### src/rtl/alu_pkg.sv
// Shared ALU definitions: datapath width, flag bit positions and the packed
// result record produced by the flag generator and held by result buffers.
package alu_pkg;

    localparam int unsigned ALU_WIDTH = 4;

    // Bit positions of the flags within alu_result_t (LSB side of the record).
    localparam int unsigned FLAG_OVF   = 0;
    localparam int unsigned FLAG_NEG   = 1;
    localparam int unsigned FLAG_ZERO  = 2;
    localparam int unsigned FLAG_CARRY = 3;

    typedef struct packed {
        logic [ALU_WIDTH-1:0] result;
        logic                 carry;
        logic                 zero;
        logic                 neg;
        logic                 ovf;
    } alu_result_t;

endpackage

### src/rtl/alu_result_stage_if.sv
// Handshake bus for the ALU result stage.
//   Producer side: in_valid/in_ready with in_sum, in_carry, in_a_msb, in_b_msb.
//   Consumer side: out_valid/out_ready with out_result and the head flags.
// master = producer/consumer environment, slave = the result stage.
interface alu_result_stage_if #(
    parameter int unsigned WIDTH = alu_pkg::ALU_WIDTH
);
    logic             in_valid;
    logic             in_ready;
    logic [WIDTH-1:0] in_sum;
    logic             in_carry;
    logic             in_a_msb;
    logic             in_b_msb;

    logic             out_valid;
    logic             out_ready;
    logic [WIDTH-1:0] out_result;
    logic             out_carry;
    logic             out_zero;
    logic             out_neg;
    logic             out_ovf;

    modport master (
        output in_valid, in_sum, in_carry, in_a_msb, in_b_msb, out_ready,
        input  in_ready, out_valid, out_result, out_carry, out_zero,
               out_neg, out_ovf
    );

    modport slave (
        input  in_valid, in_sum, in_carry, in_a_msb, in_b_msb, out_ready,
        output in_ready, out_valid, out_result, out_carry, out_zero,
               out_neg, out_ovf
    );
endinterface

### src/rtl/alu_flag_gen.sv
// Combinational flag generator for an add/sub result.
//   sum      : adder sum bits
//   carry    : adder carry-out (passed through)
//   a_msb    : MSB of operand A
//   b_msb    : MSB of the effective B operand
//   result_c : packed result record {result, carry, zero, neg, ovf}
module alu_flag_gen
    import alu_pkg::*;
(
    input  logic [ALU_WIDTH-1:0] sum,
    input  logic                 carry,
    input  logic                 a_msb,
    input  logic                 b_msb,
    output alu_result_t          result_c
);

    // Signed overflow: operands agree in sign but the sum does not.
    always_comb begin
        result_c        = '0;
        result_c.result = sum;
        result_c.carry  = carry;
        result_c.zero   = (sum == '0);
        result_c.neg    = sum[ALU_WIDTH-1];
        result_c.ovf    = (a_msb == b_msb) & (sum[ALU_WIDTH-1] != a_msb);
    end

endmodule

### src/rtl/alu_result_stage.sv
// Registered result stage behind the add/sub datapath: flags each result,
// buffers it in a small FIFO and presents it with valid/ready.
//   clk, reset : rising-edge clock, synchronous active-high reset
//   clear      : flush buffer and sticky flag (counter untouched)
//   bus        : producer/consumer handshake (slave modport)
//   op_count   : wrapping count of accepted pushes
//   sticky_ovf : set by any pushed entry with signed overflow
module alu_result_stage
    import alu_pkg::*;
#(
    parameter int unsigned WIDTH = ALU_WIDTH,
    parameter int unsigned DEPTH = 2,
    parameter int unsigned CNT_W = 8
) (
    input  logic             clk,
    input  logic             reset,
    input  logic             clear,
    alu_result_stage_if.slave bus,
    output logic [CNT_W-1:0] op_count,
    output logic             sticky_ovf
);

    localparam int unsigned PTR_W = (DEPTH > 1) ? $clog2(DEPTH) : 1;
    localparam int unsigned OCC_W = $clog2(DEPTH + 1);

    alu_result_t      mem [DEPTH];
    logic [PTR_W-1:0] wr_ptr;
    logic [PTR_W-1:0] rd_ptr;
    logic [OCC_W-1:0] occ;

    alu_result_t      new_entry_c;
    alu_result_t      head_c;
    logic             push_c;
    logic             pop_c;

    // Flags are computed once at push time and stored with the entry.
    alu_flag_gen u_flag_gen (
        .sum      (ALU_WIDTH'(bus.in_sum)),
        .carry    (bus.in_carry),
        .a_msb    (bus.in_a_msb),
        .b_msb    (bus.in_b_msb),
        .result_c (new_entry_c)
    );

    // Ready depends only on stored occupancy, so a same-cycle pop never frees a slot.
    assign bus.in_ready = (occ < OCC_W'(DEPTH)) & ~reset;

    // Clear discards any handshake seen in the same cycle.
    assign push_c = bus.in_valid  & bus.in_ready  & ~clear;
    assign pop_c  = bus.out_valid & bus.out_ready & ~clear;

    // Head outputs are forced to zero when empty so stale storage never leaks.
    assign head_c         = mem[rd_ptr];
    assign bus.out_valid  = (occ != '0);
    assign bus.out_result = bus.out_valid ? WIDTH'(head_c.result) : '0;
    assign bus.out_carry  = bus.out_valid & head_c.carry;
    assign bus.out_zero   = bus.out_valid & head_c.zero;
    assign bus.out_neg    = bus.out_valid & head_c.neg;
    assign bus.out_ovf    = bus.out_valid & head_c.ovf;

    // Entry storage; contents are only observable through the gated head.
    always_ff @(posedge clk) begin
        if (push_c) begin
            mem[wr_ptr] <= new_entry_c;
        end
    end

    // Pointers, occupancy, counter and sticky overflow.
    always_ff @(posedge clk) begin
        if (reset) begin
            wr_ptr     <= '0;
            rd_ptr     <= '0;
            occ        <= '0;
            op_count   <= '0;
            sticky_ovf <= 1'b0;
        end else if (clear) begin
            wr_ptr     <= '0;
            rd_ptr     <= '0;
            occ        <= '0;
            sticky_ovf <= 1'b0;
        end else begin
            if (push_c) begin
                wr_ptr   <= wr_ptr + PTR_W'(1);
                op_count <= op_count + CNT_W'(1);
                if (new_entry_c.ovf) begin
                    sticky_ovf <= 1'b1;
                end
            end
            if (pop_c) begin
                rd_ptr <= rd_ptr + PTR_W'(1);
            end
            case ({push_c, pop_c})
                2'b10:   occ <= occ + OCC_W'(1);
                2'b01:   occ <= occ - OCC_W'(1);
                default: occ <= occ;
            endcase
        end
    end

endmodule
### src/flat_wrapper.sv
// flat-port wrapper written by rule: the top's interface ports become plain ports
module alu_result_stage_flat import alu_pkg::*;
#(
    parameter int unsigned WIDTH = ALU_WIDTH,
    parameter int unsigned DEPTH = 2,
    parameter int unsigned CNT_W = 8
)
  (clk, reset, clear, op_count, sticky_ovf, bus_in_valid, bus_in_sum, bus_in_carry, bus_in_a_msb, bus_in_b_msb, bus_out_ready, bus_in_ready, bus_out_valid, bus_out_result, bus_out_carry, bus_out_zero, bus_out_neg, bus_out_ovf);
  alu_result_stage_if #(.WIDTH(WIDTH)) bus_i ();
  input  logic clk;
  input  logic reset;
  input  logic clear;
  output logic [CNT_W-1:0] op_count;
  output logic sticky_ovf;
  input wire logic [$bits(bus_i.in_valid)-1:0] bus_in_valid;
  input wire logic [$bits(bus_i.in_sum)-1:0] bus_in_sum;
  input wire logic [$bits(bus_i.in_carry)-1:0] bus_in_carry;
  input wire logic [$bits(bus_i.in_a_msb)-1:0] bus_in_a_msb;
  input wire logic [$bits(bus_i.in_b_msb)-1:0] bus_in_b_msb;
  input wire logic [$bits(bus_i.out_ready)-1:0] bus_out_ready;
  output wire logic [$bits(bus_i.in_ready)-1:0] bus_in_ready;
  output wire logic [$bits(bus_i.out_valid)-1:0] bus_out_valid;
  output wire logic [$bits(bus_i.out_result)-1:0] bus_out_result;
  output wire logic [$bits(bus_i.out_carry)-1:0] bus_out_carry;
  output wire logic [$bits(bus_i.out_zero)-1:0] bus_out_zero;
  output wire logic [$bits(bus_i.out_neg)-1:0] bus_out_neg;
  output wire logic [$bits(bus_i.out_ovf)-1:0] bus_out_ovf;
  assign bus_i.in_valid = bus_in_valid;
  assign bus_i.in_sum = bus_in_sum;
  assign bus_i.in_carry = bus_in_carry;
  assign bus_i.in_a_msb = bus_in_a_msb;
  assign bus_i.in_b_msb = bus_in_b_msb;
  assign bus_i.out_ready = bus_out_ready;
  assign bus_in_ready = bus_i.in_ready;
  assign bus_out_valid = bus_i.out_valid;
  assign bus_out_result = bus_i.out_result;
  assign bus_out_carry = bus_i.out_carry;
  assign bus_out_zero = bus_i.out_zero;
  assign bus_out_neg = bus_i.out_neg;
  assign bus_out_ovf = bus_i.out_ovf;
  alu_result_stage #(.WIDTH(WIDTH), .DEPTH(DEPTH), .CNT_W(CNT_W)) u_core (.clk(clk), .reset(reset), .clear(clear), .bus(bus_i), .op_count(op_count), .sticky_ovf(sticky_ovf));
endmodule
### config.mk
export PLATFORM = sky130hd
export DESIGN_NAME = alu_result_stage_flat
export DESIGN_NICKNAME = d
export VERILOG_FILES = /design/src/rtl/alu_pkg.sv /design/src/rtl/alu_result_stage_if.sv /design/src/rtl/alu_flag_gen.sv /design/src/rtl/alu_result_stage.sv /design/src/flat_wrapper.sv
export SDC_FILE = /design/constraint.sdc
export NUM_CORES = 1
export LEC_CHECK = 0
export ABC_AREA = 1
export ABC_CLOCK_PERIOD_IN_PS = 2800
export CAP_MARGIN = 30
export CORE_ASPECT_RATIO = 1.25
export CORE_MARGIN = 2
export CORE_UTILIZATION = 60
export DETAILED_ROUTE_END_ITERATION = 6
export DONT_BUFFER_PORTS = 1
export GPL_TIMING_DRIVEN = 0
export HOLD_SLACK_MARGIN = 0.05
export PLACE_DENSITY = 0.77
export SETUP_SLACK_MARGIN = 0.15
export SKIP_LAST_GASP = 1
export SYNTH_ARGS = -nofsm -noshare
export SYNTH_HDL_FRONTEND = slang
export SYNTH_SLANG_ARGS = --single-unit
export TNS_END_PERCENT = 30
### constraint.sdc
create_clock -name clk -period 2.8 [get_ports clk]
set_input_delay 0.56 -clock clk [delete_from_list [all_inputs] [get_ports clk]]
set_output_delay 0.56 -clock clk [all_outputs]
set_load 0.03 [all_outputs]
## Word level (Yosys, flattened, before mapping)

Memory sizes are Yosys's and may differ from the RTL's. A register that Yosys moved wholly into a read port is not among the register bits.
Index checks and enable logic that the tools add are counted.

| operators by class | value |
|---|---|
| reduce and logical (&&, ||, !) cells | 6 |
| $lt $le $gt $ge | 1 |
| bitwise logic cells | 12 |
| equality and inequality tests | 4 |
| add/subtract/negate cells | 5 |
| multiplexer cells | 6 |

Operators by type and width:

| operator | count |
|---|---|
| bitwise AND 1 bit | 10 |
| adder 8 x 1 -> 8 bit, second input constant | 1 |
| zero test 4 bit | 1 |
| two-way mux 1 bit | 4 |
| two-way mux 4 bit | 1 |
| one-hot mux 2 bit (2 select lines) | 1 |
| AND reduction 2 bit | 2 |
| nonzero test 2 bit | 2 |
| adder 1 bit, second input constant | 2 |
| adder 2 x 1 -> 2 bit, second input constant | 1 |
| == test 2 x 1 -> 1 bit, second input constant | 1 |
| == test 2 bit, second input constant | 1 |
| less-than comparator 2 bit, second input constant | 1 |
| inverter 1 bit | 2 |
| OR reduction 2 bit | 1 |
| subtractor 2 x 1 -> 2 bit, second input constant | 1 |
| == test 1 bit | 1 |
| != test 1 bit | 1 |

| storage, ports and cells | value |
|---|---|
| memory bits (writable) | 16 |
| input port bits | 12 |
| memories | 1 |
| flip-flop bits (word level) | 13 |
| output and inout port bits | 19 |

Memories:

| memory | depth | bits a word | rd ports | clocked after memory_dff | wr ports | line | RTL |
|---|---|---|---|---|---|---|---|
| u_core.mem | 2 | 8 | 1 | 1 | 1 | alu_result_stage.sv:26 | `alu_result_t mem [DEPTH];` |

## Logic depth before layout (Yosys ltp)

Gate-level depths: netlist (run 1).

| depth | value |
|---|---|
| depth in word-level cells | 6 |
| depth in mapped cells | 10 |

## Hierarchy

From an unflattened synthesis (run 1), not the netlist that was laid out.

| unflattened totals | value |
|---|---|
| cell total of the unflattened synthesis | 164 |
| area, all modules | 1398.8 um^2 |

Modules (own cells, without submodules):

| module | cells an instance | times used | area an instance (um^2) |
|---|---|---|---|
| alu_result_stage | 145 | 1 | 1303.8 |
| alu_flag_gen | 19 | 1 | 95.1 |

## Least setup slack after synthesis (run 1)

No wires, ideal clock.

| path | value |
|---|---|
| path kind | register to output |
| start point | register u_core.occ[1] |
| end point | output bus_out_result[3] |
| cell stages (with the launch flop) | 6 |
| data arrival time | 1663 ps |
| required time | 2240 ps |
| slack | 577 ps |
| path buffers | 1 |
| cell sequence | dfxtp_1 -> inv_2 -> nand2_1 -> inv_1 -> a21oi_1 -> buf_4 |

| between the ends | value |
|---|---|
| longest elaborated chain between the ends | 2 |

RTL lines:

| item | line | RTL |
|---|---|---|
| start, declared | alu_result_stage.sv:29 | `logic [OCC_W-1:0] occ;` |
| start signal, assigned | alu_result_stage.sv:93 | `2'b10: occ <= occ + OCC_W'(1);` |
| start signal, assigned | alu_result_stage.sv:94 | `2'b01: occ <= occ - OCC_W'(1);` |
| nonzero test 2 bit | alu_result_stage.sv:54 | `assign bus.out_valid = (occ != '0);` |
| named net bus_out_valid | flat_wrapper.sv:22 | `output wire logic [$bits(bus_i.out_valid)-1:0] bus_out_valid;` |
| two-way mux 4 bit | alu_result_stage.sv:55 | `assign bus.out_result = bus.out_valid ? WIDTH'(head_c.result) : '0;` |
| end, declared | flat_wrapper.sv:23 | `output wire logic [$bits(bus_i.out_result)-1:0] bus_out_result;` |

The timed path passes the listed nets, and every way through them passes these cells.

## Worst setup path after layout (run 1)

Ends and elaborated chain as after synthesis.

==> results of run 1 <==
-- cells in the final DEF (no fill, tap or decap), types with 2 or more instances in the layout --
master / n
edfxtp_1: 14
inv_1: 19
a21oi_1: 11
ha_1: 2
dfxtp_1: 14
nor2_1: 16
clkbuf_4: 3
nor2_2: 4
o21ai_0: 4
a21oi_2: 2
nand3_1: 5
o21bai_1: 2
nand4_1: 3
nand2_1: 39
-- state kept, by name, summed over array words and instances, names as in the netlist, named ones only --
name	count
u_core.mem	14
u_core.occ	2
u_core.sticky_ovf	1
u_core.rd_ptr	1
u_core.op_count	8
u_core.wr_ptr	1
-- worst reg2reg max path: stages, from the launching register on --
cell,delay (ns)
dfxtp_1,0.41
inv_2,0.08
nand2_1,0.28
nand2_1,0.16
nor2_1,0.15
ha_1,0.27
nor3b_1,0.28
nand2_1,0.08
nand2_1,0.06
nor2_1,0.04
-- what timing repair did --
| item | in CTS | in global routing |
|---|---|---|
| setup endpoints to repair | 1 | 0 |
| gates resized for setup | 1 | 0 |
| endpoints found under the hold margin | 0 | 0 |
-- cells in the mapped netlist, drive strengths merged --
library cell / count / share of area, %
a21oi: 13 / 5.3
and2: 1 / 0.49
buf: 2 / 1.5
clkbuf: 1 / 0.29
dfxtp: 14 / 22
edfxtp: 14 / 33
ha: 2 / 1.9
inv: 21 / 6.3
nand2: 40 / 12
nand3: 7 / 4.1
nand4: 3 / 1.5
nor2: 21 / 7.5
nor3: 1 / 0.78
nor3b: 1 / 0.58
nor4: 1 / 0.49
o21ai: 4 / 1.6
o21bai: 2 / 1.2
-- final timing paths --
path,endpoint,depth (start not counted),start,slack [ns]
worst min-delay path,u_core.op_count[2],1,reset,0.29
worst max-delay path,bus_out_result[3],5,u_core.occ[1],0.30
worst min register to register,u_core.rd_ptr,2,u_core.rd_ptr,0.49
worst max register to register,u_core.occ[1],9,u_core.occ[1],0.90
-- metrics by stage --
stage / std cells / total power [mW] / cell area [µm²] / setup WS [ns] / utilization [%]
detailed placement: 168 / 0.493 / 1310 / 0.436 / 65.5
CTS: 172 / 0.746 / 1370 / 0.307 / 68.4
floorplan: 148 / 0.486 / 1290 / 0.577 / -
global route: 172 / 0.765 / 1370 / 0.180 / 68.4
global placement: 168 / 0.491 / 1310 / 0.466 / 65.5
finish: 172 / 0.739 / 1370 / 0.304 / 68.4
-- per-layer routing --
metal | global-route usage (%) | vias up | wire length [µm]
met3 | 5.19 | 2 | 109
li1 | - | 482 | -
met4 | 3.78 | 0 | 17
met5 | 0 | - | 0
met2 | 35.2 | 22 | 1270
met1 | 20.8 | 417 | 817
-- power groups by stage --
stage / clock network (mW) / registers (mW) / logic (mW)
global route: 0.277 / 0.443 / 0.0461
detailed placement: 0 / 0.451 / 0.0412
floorplan: 0 / 0.450 / 0.0353
global placement: 0 / 0.451 / 0.0397
finish: 0.255 / 0.442 / 0.0414
CTS: 0.262 / 0.442 / 0.0417
-- cells by family after synthesis --
logic type	after synthesis	synth area share, %
adder cells (fa/ha/maj)	2	1.94
buffers and inverters	24	8.06
AO/OA/AOI/OAI	19	8.06
flip-flops	28	54.4
AND/OR/NAND/NOR	75	27.6
-- layout make-up --
type / instances / share of cell area [%]
Tap cell: 20 / 1.83
Multi-Input combinational cell: 96 / 35.6
Buffer: 3 / 1.64
Inverter: 21 / 5.94
Clock inverter: 1 / 2.19
Sequential cell: 28 / 51.1
Clock buffer: 3 / 1.64
==> impl_metrics.json, run 1 <==
{
  "status": "finished clean",
  "grt_pass1_wl_um": 3710,
  "die-area_mm2": 0.00254,
  "power.leakage_nw": 0.508,
  "drt_pre_antenna_iters": 4,
  "power_density_mw_per_mm2": 539,
  "htreeDepth": 1,
  "synth_fp_nets": 162,
  "switching_share_pct": 19.8,
  "cts_buffers": 3,
  "p_int_mw": 0.593,
  "crit_fanout": 7,
  "avgSynthCellArea_um2": 8.71,
  "tns_ns": 0,
  "cpPeakStageDelay_ns": 0.41,
  "numPortBuffers": 0,
  "cts_sinks": 28,
  "comb_power_share_pct": 5.6,
  "fin_skew_ns": 0.00365,
  "yosysSeqAreaShare_pct": 54.4,
  "fill_cells": 165,
  "initial_core_util_pct": 64.3,
  "cts_tree": "built",
  "critPathRequiredTime_ns": 2.24,
  "cp_data_arrival_time_ns": 1.94,
  "synthCells": 148,
  "num_antenna_cells": 0,
  "switchingPower_mw": 0.146,
  "worstSkewPairLatency_ns": 0.31,
  "slew_violations": 0,
  "antenna_left": 0,
  "drt_wl_total_um": 2220,
  "crit_type": "reg2out",
  "synth-seq-cells": 28,
  "cts_setup_buffers": 0,
  "relSlewSlack_pct": 54.2,
  "drive_gt1_share_pct": 12.5,
  "yosys_warnings": 0,
  "vias": 923,
  "cp_slowest_cell": "dfxtp_1",
  "die_h_um": 55.8,
  "clock.fmax_mhz": 401,
  "dp_hpwl_um": 1720,
  "cp-end-kind": "output pin",
  "overflow": 0,
  "holdCritPathClass": "in2reg",
  "seq_power_share_pct": 59.9,
  "irDropWorstVdd_mv": 0.380,
  "yosysUniqueCellTypes": 26,
  "setup_viol": 0,
  "drc": 0,
  "antenna_found_initial": 0,
  "grt_setup_unrepaired": "false",
  "finalHoldWorstSlack_ns": 0.294,
  "final_net_count": 167,
  "hold_buffers": 0,
  "core_mm2": 0.00200,
  "gp_congestion": 0.798,
  "clockBufferDepth": 2,
  "grtUsageTotal_pct": 19.2,
  "worst_slew_pin_slew_ns": 0.685,
  "grt_max_degree": 17,
  "finalHoldViolations": 0,
  "grt_pass1_vias": 863,
  "wl_per_cell_um": 12.9,
  "fin_crit_ns": 2.50,
  "syn_area_mm2": 0.00129,
  "num_rows": 18,
  "multiInputGateArea_um2": 488,
  "die_x_um": 45.5,
  "drt_iter0_drc": 18,
  "min_period_over_period_pct": 89.1,
  "cts-root-buf": "clkbuf_4",
  "regArea_um2": 701,
  "startpoint_type": "flip-flop",
  "worst-path-buf-inv": 3,
  "path_clk_slew_ns": 0.14,
  "cap_violations": 0,
  "p_clk_share_pct": 34.5,
  "syn_to_final_growth_pct": 6.31,
  "crit_chain": "inv_2, nand2_1, inv_1, a21oi_2, buf_4",
  "worst_path_dominant_cell_family": "buffers and inverters",
  "pin_count": 31,
  "vias_per_cell": 5.37
}
Power figures use the tool's default switching activity.
==> inputs of run 2 (changes only) <==
- ABC_AREA: 1 -> not set
==> run 2 against run 1 <==
  * First-iteration DRC count fell by 39%
  * Maximum frequency rose by 1.0%
  * Clock skew fell by 0.0019 ns
  * Sequential share of layout area rose by 5.3 points
  * Critical path type unchanged
  * Largest power group unchanged
==> impl_metrics.json, run 2 <==
{
  "status": "finished clean",
  "largest_reg_flops": 14,
  "finalHoldWorstSlack_ns": 0.314,
  "worst-path-buf-inv": 2,
  "yosys.cell_count.top_type": "nor2_1",
  "worstRegToRegCells": 6,
  "synth_top_area_share_pct": 35.6,
  "yosysUniqueCellTypes": 29,
  "path_clk_slew_ns": 0.14,
  "finalHoldViolations": 0,
  "cap_violations": 0,
  "cp_data_arrival_time_ns": 1.91,
  "drt_wl_total_um": 1850,
  "switching_share_pct": 21.2,
  "dp_hpwl_um": 1400,
  "avgSynthCellArea_um2": 10.9,
  "finalWorstSetupSlack_ns": 0.329,
  "yosys_warnings": 0,
  "r2r_setup_slack_ns": 0.58,
  "holdPathStages": 0,
  "drt_pre_antenna_iters": 4,
  "cts_sinks": 28,
  "min_period_over_period_pct": 88.2,
  "power_density_mw_per_mm2": 537,
  "seq_power_share_pct": 66.3,
  "antenna_found_initial": 0,
  "pin_count": 31,
  "num_rows": 17,
  "numPortBuffers": 0,
  "startpoint_type": "flip-flop",
  "cp_slowest_cell": "nor2_1",
  "setup_viol": 0,
  "final_cell_mix": "18 x nor2_1, 14 x dfxtp_1, 14 x edfxtp_1",
  "final_common_cell": "nor2_1",
  "cts_resized": 0,
  "drc": 0,
  "synth_largest_area_cell": "edfxtp_1",
  "endpoint": "bus_out_result[3]",
  "regMostFlops": "u_core.mem",
  "cts_setup_buffers": 0,
  "final_area_mm2": 0.00124,
  "top_regs": "u_core.mem x14, u_core.op_count x8, u_core.occ x2",
  "synthArstFlopShare_pct": 0,
  "comb_power_share_pct": 4.8,
  "power.leakage_nw": 0.407,
  "crit_fanout": 7,
  "holdCritPathClass": "in2reg",
  "cp-end-kind": "output pin",
  "worst_path_dominant_cell_family": "buffers and inverters",
  "crit_type": "reg2out",
  "vias": 781,
  "grt_setup_unrepaired": "false",
  "rr_endpoint": "u_core.occ[1]",
  "synth_fp_nets": 122,
  "fin_skew_ns": 0.00178,
  "p_clk_share_pct": 29.0,
  "finalPower_mw": 0.668,
  "vias_per_cell": 5.96,
  "clockBufferDepth": 2,
  "die_x_um": 43.7,
  "cpPeakStageDelay_ns": 0.47,
  "initial_core_util_pct": 65.4,
  "cp.depth": 4,
  "synthCells": 108,
  "core_mm2": 0.00181,
  "worstSkewPairLatency_ns": 0.33,
  "clock.fmax_mhz": 405,
  "syn_to_final_growth_pct": 5.08,
  "yosysSeqAreaShare_pct": 59.3,
  "overflow": 0,
  "relSlewSlack_pct": 60.1,
  "dp_slack_ns": 0.392,
  "hp-start": "bus_in_sum[0]",
  "crit_chain": "clkbuf_1, mux2i_1, nor2_1, buf_4",
  "synth-seq-cells": 28,
  "drt_iter0_drc": 11,
  "worst_slew_pin_slew_ns": 0.597,
  "irDropWorstVdd_mv": 0.336,
  "ys.flop_type": "edfxtp_1",
  "ys_top_cells_by_count": "18 x nor2_1, 14 x dfxtp_1, 14 x edfxtp_1",
  "final_net_count": 127,
  "cts_buffers": 3,
  "place_area_mm2": 0.00121,
  "num_antenna_cells": 0,
  "htreeDepth": 1,
  "fin_crit_ns": 2.47,
  "grtUsageTotal_pct": 16.8,
  "die_h_um": 53.6,
  "fill_cells": 142,
  "gp_congestion": 0.679,
  "critPathRequiredTime_ns": 2.24,
  "hold_buffers": 0,
  "switchingPower_mw": 0.142,
  "cts_tree": "built",
  "slew_violations": 0,
  "syn_area_mm2": 0.00118,
  "tns_ns": 0,
  "synth_edf_count": 14,
  "grt_pass1_vias": 666,
  "antenna_left": 0,
  "wl_per_cell_um": 14.1,
  "grt_pass1_wl_um": 2750,
  "cts-root-buf": "clkbuf_4",
  "p_int_mw": 0.526,
  "die-area_mm2": 0.00234,
  "grt_max_degree": 16,
  "yosys-top-cells-area": "edfxtp_1 36%, dfxtp_1 24%, mux2i_1 6.8%, nor2_1 5.7%, a21oi_1 2.5%",
  "r2r_start": "u_core.occ[1]",
  "drive_gt1_share_pct": 8.04
}
==> run 2: logic make-up (layout without fill, tap and decap cells) <==
| kind of cell | count (synthesis) | count (layout) | synth area share (%) |
|---|---|---|---|
| muxes | 9 | 9 | 7.73 |
| DFF | 28 | 28 | 59.3 |
| buffers and inverters | 12 | 16 | 4.23 |
| AOI/OAI and AO/OA | 14 | 14 | 6.56 |
| and+or+nand+nor | 38 | 38 | 16.4 |
| xor gates and xnor gates | 5 | 5 | 3.70 |
| adders and majority gates | 2 | 2 | 2.12 |
==> run 2: metal layers <==
layer | vias to the layer above | part of all wire (%) | global-route usage (%)
met5 | - | 0 | 0
met4 | 0 | 2.5 | 12.1
met3 | 6 | 7.4 | 4.36
met2 | 27 | 48 | 27.9
met1 | 364 | 42 | 18.4
li1 | 384 | - | -
==> run 2: worst min-delay path by stage <==
stage / slack, ns / to
floorplan: 0.47 / flip-flop
global placement: 0.49 / u_core.rd_ptr
detailed placement: 0.50 / u_core.rd_ptr
CTS: 0.31 / u_core.mem[1][6]
global route: 0.29 / u_core.mem[1][1]
finish: 0.31 / u_core.mem[0][4]
==> run 2: stage by stage <==
| step | std cells | util [%] |
|---|---|---|
| floorplan | 108 | - |
| global placement | 127 | 66.7 |
| detailed placement | 127 | 66.7 |
| CTS | 131 | 68.7 |
| global route | 131 | 68.7 |
| finish | 131 | 68.7 |
==> run 2: final cells by class <==
cell class | count | area, µm² | area share, %
buffer | 6 | 27.5 | 2.22
clock buffer | 4 | 36.3 | 2.92
multi-input combinational | 68 | 432 | 34.7
tap | 19 | 23.8 | 1.91
sequential | 28 | 701 | 56.4
inverter | 6 | 22.5 | 1.81
==> run 2: power groups by stage <==
stage | clock network [mW] | registers [mW] | logic, mW
after floorplan | 0 | 0.451 | 0.0277
after global placement | 0 | 0.451 | 0.0310
after detailed placement | 0 | 0.452 | 0.0320
after CTS | 0.197 | 0.443 | 0.0320
after global routing | 0.211 | 0.443 | 0.0354
final | 0.193 | 0.442 | 0.0318
==> run 2: worst register-to-register path, stage by stage (launching register included) <==
cell	delay, ns
dfxtp_1	0.38
or4b_1	0.52
buf_2	0.18
clkbuf_1	0.23
ha_1	0.37
or3_1	0.35
a21oi_1	0.14
==> inputs of run 3 (changes only) <==
- CELL_PAD_IN_SITES_DETAIL_PLACEMENT: not set -> 1
- CELL_PAD_IN_SITES_GLOBAL_PLACEMENT: not set -> 2
- CORE_UTILIZATION: 60 -> 40
- CTS_CLUSTER_SIZE: not set -> 12
- PLACE_DENSITY: 0.77 -> 0.8
==> run 3 against run 2 <==
  * Worst setup slack lost 0.053 ns
  * Sequential share of layout area down 0.51 points
  * Via count is 0.38% higher
  * Wire length increased by 14%
  * Largest power group unchanged
  * Cell area up 0.91%
  * Clock power is 19% lower
  * Highest routed layer unchanged
  * Critical path type unchanged
  * Core utilization decreased by 25 points
  * Combinational power grew 3%
  * Clock skew is 0.0013 ns higher
  * Maximum frequency fell by 2.1%
  * Global-route usage is 3.0 points lower
  * Count of clock-buffer cells in the layout decreased by 1
==> impl_metrics.json, run 3 (synthesis gave the netlist of run 2 again) <==
{
  "clock.fmax_mhz": 396,
  "final_common_cell": "nor2_1",
  "irDropWorstVdd_mv": 0.248,
  "vias_per_cell": 5.30,
  "dp_slack_ns": 0.368,
  "worstRegToRegCells": 6,
  "initial_core_util_pct": 40.9,
  "grt_setup_unrepaired": "false",
  "dp_cells": 144,
  "fin_skew_ns": 0.00306,
  "final_cell_mix": "18 x nor2_1, 14 x dfxtp_1, 14 x edfxtp_1",
  "die_h_um": 64.8,
  "power.leakage_nw": 0.401,
  "grtUsageTotal_pct": 13.8,
  "finish.utilization_pct": 43.4,
  "slew_violations": 0,
  "wl_per_cell_um": 14.2,
  "numPortBuffers": 0,
  "worst_slew_pin_slew_ns": 0.613,
  "final_area_mm2": 0.00125,
  "cp.depth": 4,
  "syn_to_final_growth_pct": 6.03,
  "worst-path-buf-inv": 2,
  "place_area_mm2": 0.00123,
  "dp_hpwl_um": 1610,
  "status": "finished clean",
  "cp_data_arrival_time_ns": 1.96,
  "overflow": 0,
  "worstSkewPairLatency_ns": 0.31,
  "relSlewSlack_pct": 59.0,
  "r2r_start": "u_core.occ[1]",
  "die_x_um": 52.6,
  "crit_chain": "clkbuf_1, mux2i_1, nor2_1, buf_4",
  "cts_buffers": 3,
  "die-area_mm2": 0.00341,
  "final_net_count": 127,
  "holdPathStages": 0,
  "num_antenna_cells": 0,
  "fin_crit_ns": 2.52,
  "grt_max_degree": 16,
  "startpoint_type": "flip-flop",
  "drive_gt1_share_pct": 7.14,
  "regMostFlops": "u_core.mem",
  "top_regs": "u_core.mem x14, u_core.op_count x8, u_core.occ x2",
  "cp_slowest_cell": "nor2_1",
  "hold_buffers": 0,
  "grt_pass1_wl_um": 3620,
  "cts_sinks": 28,
  "setup_viol": 0,
  "cts_setup_buffers": 0,
  "antenna_left": 0,
  "cap_violations": 0,
  "critPathRequiredTime_ns": 2.24,
  "pin_count": 31,
  "power_density_mw_per_mm2": 504,
  "htreeDepth": 1,
  "num_rows": 22,
  "gp_congestion": 0.729,
  "crit_type": "reg2out",
  "vias": 784,
  "hp-start": "bus_in_carry",
  "clockBufferDepth": 2,
  "drt_iter0_drc": 23,
  "cts_resized": 0,
  "holdCritPathClass": "in2reg",
  "core_mm2": 0.00289,
  "worst_path_dominant_cell_family": "buffers and inverters",
  "instances_no_fill": 148,
  "tns_ns": 0,
  "path_clk_slew_ns": 0.13,
  "finalHoldViolations": 0,
  "crit_fanout": 7,
  "cpPeakStageDelay_ns": 0.49,
  "largest_reg_flops": 14,
  "min_period_over_period_pct": 90.1,
  "cts-root-buf": "clkbuf_4",
  "antenna_found_initial": 0,
  "cts_tree": "built",
  "grt_pass1_vias": 825,
  "finalWorstSetupSlack_ns": 0.277,
  "drt_pre_antenna_iters": 3,
  "drc": 0,
  "cp-end-kind": "output pin",
  "drt_wl_total_um": 2100
}
-- run 3: cell count changes in the layout (fill, tap and decap cells not counted), sizes merged --
cell | previous run | this run
clkbuf | 8 | 7
clkinv | 0 | 1
-- run 3: layout make-up --
| class | instances | area, µm² |
|---|---|---|
| Clock buffer | 3 | 22.5 |
| Multi-Input combinational cell | 68 | 432 |
| Fill cell | 334 | 1640 |
| Buffer | 6 | 27.5 |
| Clock inverter | 1 | 3.75 |
| Tap cell | 36 | 45.0 |
| Sequential cell | 28 | 701 |
| Inverter | 6 | 22.5 |
-- run 3: worst reg2reg max path: stages, from the launching register on --
cell      delay (ns)
dfxtp_1         0.38
or4b_1          0.52
buf_2           0.18
clkbuf_1        0.25
ha_1            0.38
or3_1           0.35
a21oi_1         0.14
-- run 3: report_power, final --
part,leakage [nW],switching [mW],internal (mW)
registers,0.241,0.00668,0.436
clock network,0.0154,0.105,0.0520
logic,0.145,0.0223,0.0103
total,0.401,0.134,0.498
-- run 3: final timing paths --
kind                  endpoint  slack [ns]
min reg2reg          flip-flop        0.54
max          bus_out_result[3]        0.28
min           u_core.mem[1][3]        0.33
max reg2reg      u_core.occ[1]        0.55
-- run 3: stage by stage --
stage	hold WS (ns)	total power, mW
floorplan	0.472	0.478
global placement	0.485	0.484
detailed placement	0.508	0.485
CTS	0.321	0.642
global route	0.307	0.661
finish	0.333	0.632
-- run 3: metal layers --
metal / part of all wire [%] / track usage (%)
met1: 40 / 15.7
met2: 53 / 25.0
met3: 6.9 / 3.23
met4: 0.76 / 3.85
met5: 0 / 0
==> edit, RTL diff (config.mk and constraints of run 1) <==
`CNT_W` is set to 8 in 2 places; all go to 10.
--- a/src/rtl/alu_result_stage.sv
+++ b/src/rtl/alu_result_stage.sv
@@ -12,3 +12,3 @@
     parameter int unsigned DEPTH = 2,
-    parameter int unsigned CNT_W = 8
+    parameter int unsigned CNT_W = 10
 ) (
--- a/src/flat_wrapper.sv
+++ b/src/flat_wrapper.sv
@@ -5,3 +5,3 @@
     parameter int unsigned DEPTH = 2,
-    parameter int unsigned CNT_W = 8
+    parameter int unsigned CNT_W = 10
 )
Ports: changed (resized op_count); port bits go from 31 to 33. No check against the original RTL was run, so the function may have changed too.
==> edit against run 1 <==
Final area grew 8.0%; final cell count increased by 16%; sequential power up 6.3%; die area grew 6.3%; synthesized cell count grew 8.1%; total power is 5.2% higher; area after synthesis is 6.9% higher; setup slack better by 8.3 ps; sequential cell count grew 2; wire length up 5.1%; critical path type unchanged; largest power group unchanged; highest routed layer unchanged.
==> edit: results (changes against run 1) <==
* Standard cell area after detailed placement at 1416 um2 (+7.8%)
* Via count of the first global-routing pass at 930 (+7.8%)
* Run status: completed
* Crit path largest cell delay at 380 ps (-30 ps)
* Netlist cell types at 25 (-3.8%)
* Register area share after synthesis at 53.77% (-0.60 points)
* Post-placement cell count at 191 (+14%)
* Routability-driven placement congestion ratio at 0.8090 (+1.4%)
* Later-pin clock latency in the skew report at 330 ps (+20 ps)
* Final Total Pwr at 0.7770 mW (+5.2%)
* Post-route worst hold slack at 301.7 ps (+7.626 ps)
* Mapped Nets at 174 (+7.4%)
* Registers with the highest flip-flop counts: u_core.mem: 14 flops, u_core.op_count: 10 flops, u_core.occ: 2 flops
* Compound-Gate Fraction of Synth Area at 7.993% (-0.066 points)
* Fraction of power spent switching nets at 23.04% (+3.3 points)
* Post-synthesis xor/xnor area fraction at 1.272% (+1.3 points)
* Largest clock skew in the final design at 6.046 ps (+2.400 ps)
* List of most frequent post-synthesis cells: nand2_1, inv_1, nor2_1
* Largest net degree at the start of global routing at 11 (-6)
* Standby leakage power at 0.5979 nW (+18%)
* Highest attainable clock frequency at 0.4020 GHz (+0.33%)
* Top cells by area, synth: edfxtp_1, dfxtp_1, nand2_1
* Detail-routed net length per standard cell at 11.72 um (-9.2%)
* Final cell count without fillers at 199 (+16%)
* Most instantiated flip-flop cell in the synthesis netlist: dfxtp_1
* Worst slack after detailed placement at 421.6 ps (-14.31 ps)
* Placed wire-length estimate after detailed placement at 1.761 mm (+2.2%)
* Register-to-register path setup slack at 870 ps (-30 ps)
-- edit: cell count changes after synthesis, sizes merged, moves of 2 or more --
cell	change
nor2	+2
o21ai	+3
a21oi	+2
dfxtp	+2
o21bai	-2
nand3	-2
nor3	+2
nand2	+2
inv	+4
-- edit: layout make-up --
class	instances	area [um2]
Fill cell	197	706.9
Buffer	2	11.26
Sequential cell	30	740.7
Clock buffer	7	55.05
Clock inverter	1	5.005
Tap cell	31	38.79
Inverter	25	93.84
Multi-Input combinational cell	103	535.5
-- edit: worst max-delay path, delay by kind of cell, from the launching register on --
kind                   cells  cell delay (ps)
AND/OR/NAND/NOR            1              290
flip-flops                 1              370
AO/OA/AOI/OAI              1              380
buffers and inverters      3              550
-- edit: layer usage --
metal,vias to the layer above,GRT usage [%],routed length [um]
li1,527,-,-
met1,458,17.40,828
met3,6,8.861,172
met2,24,36.01,1281
met5,-,0,0
met4,0,8.333,49
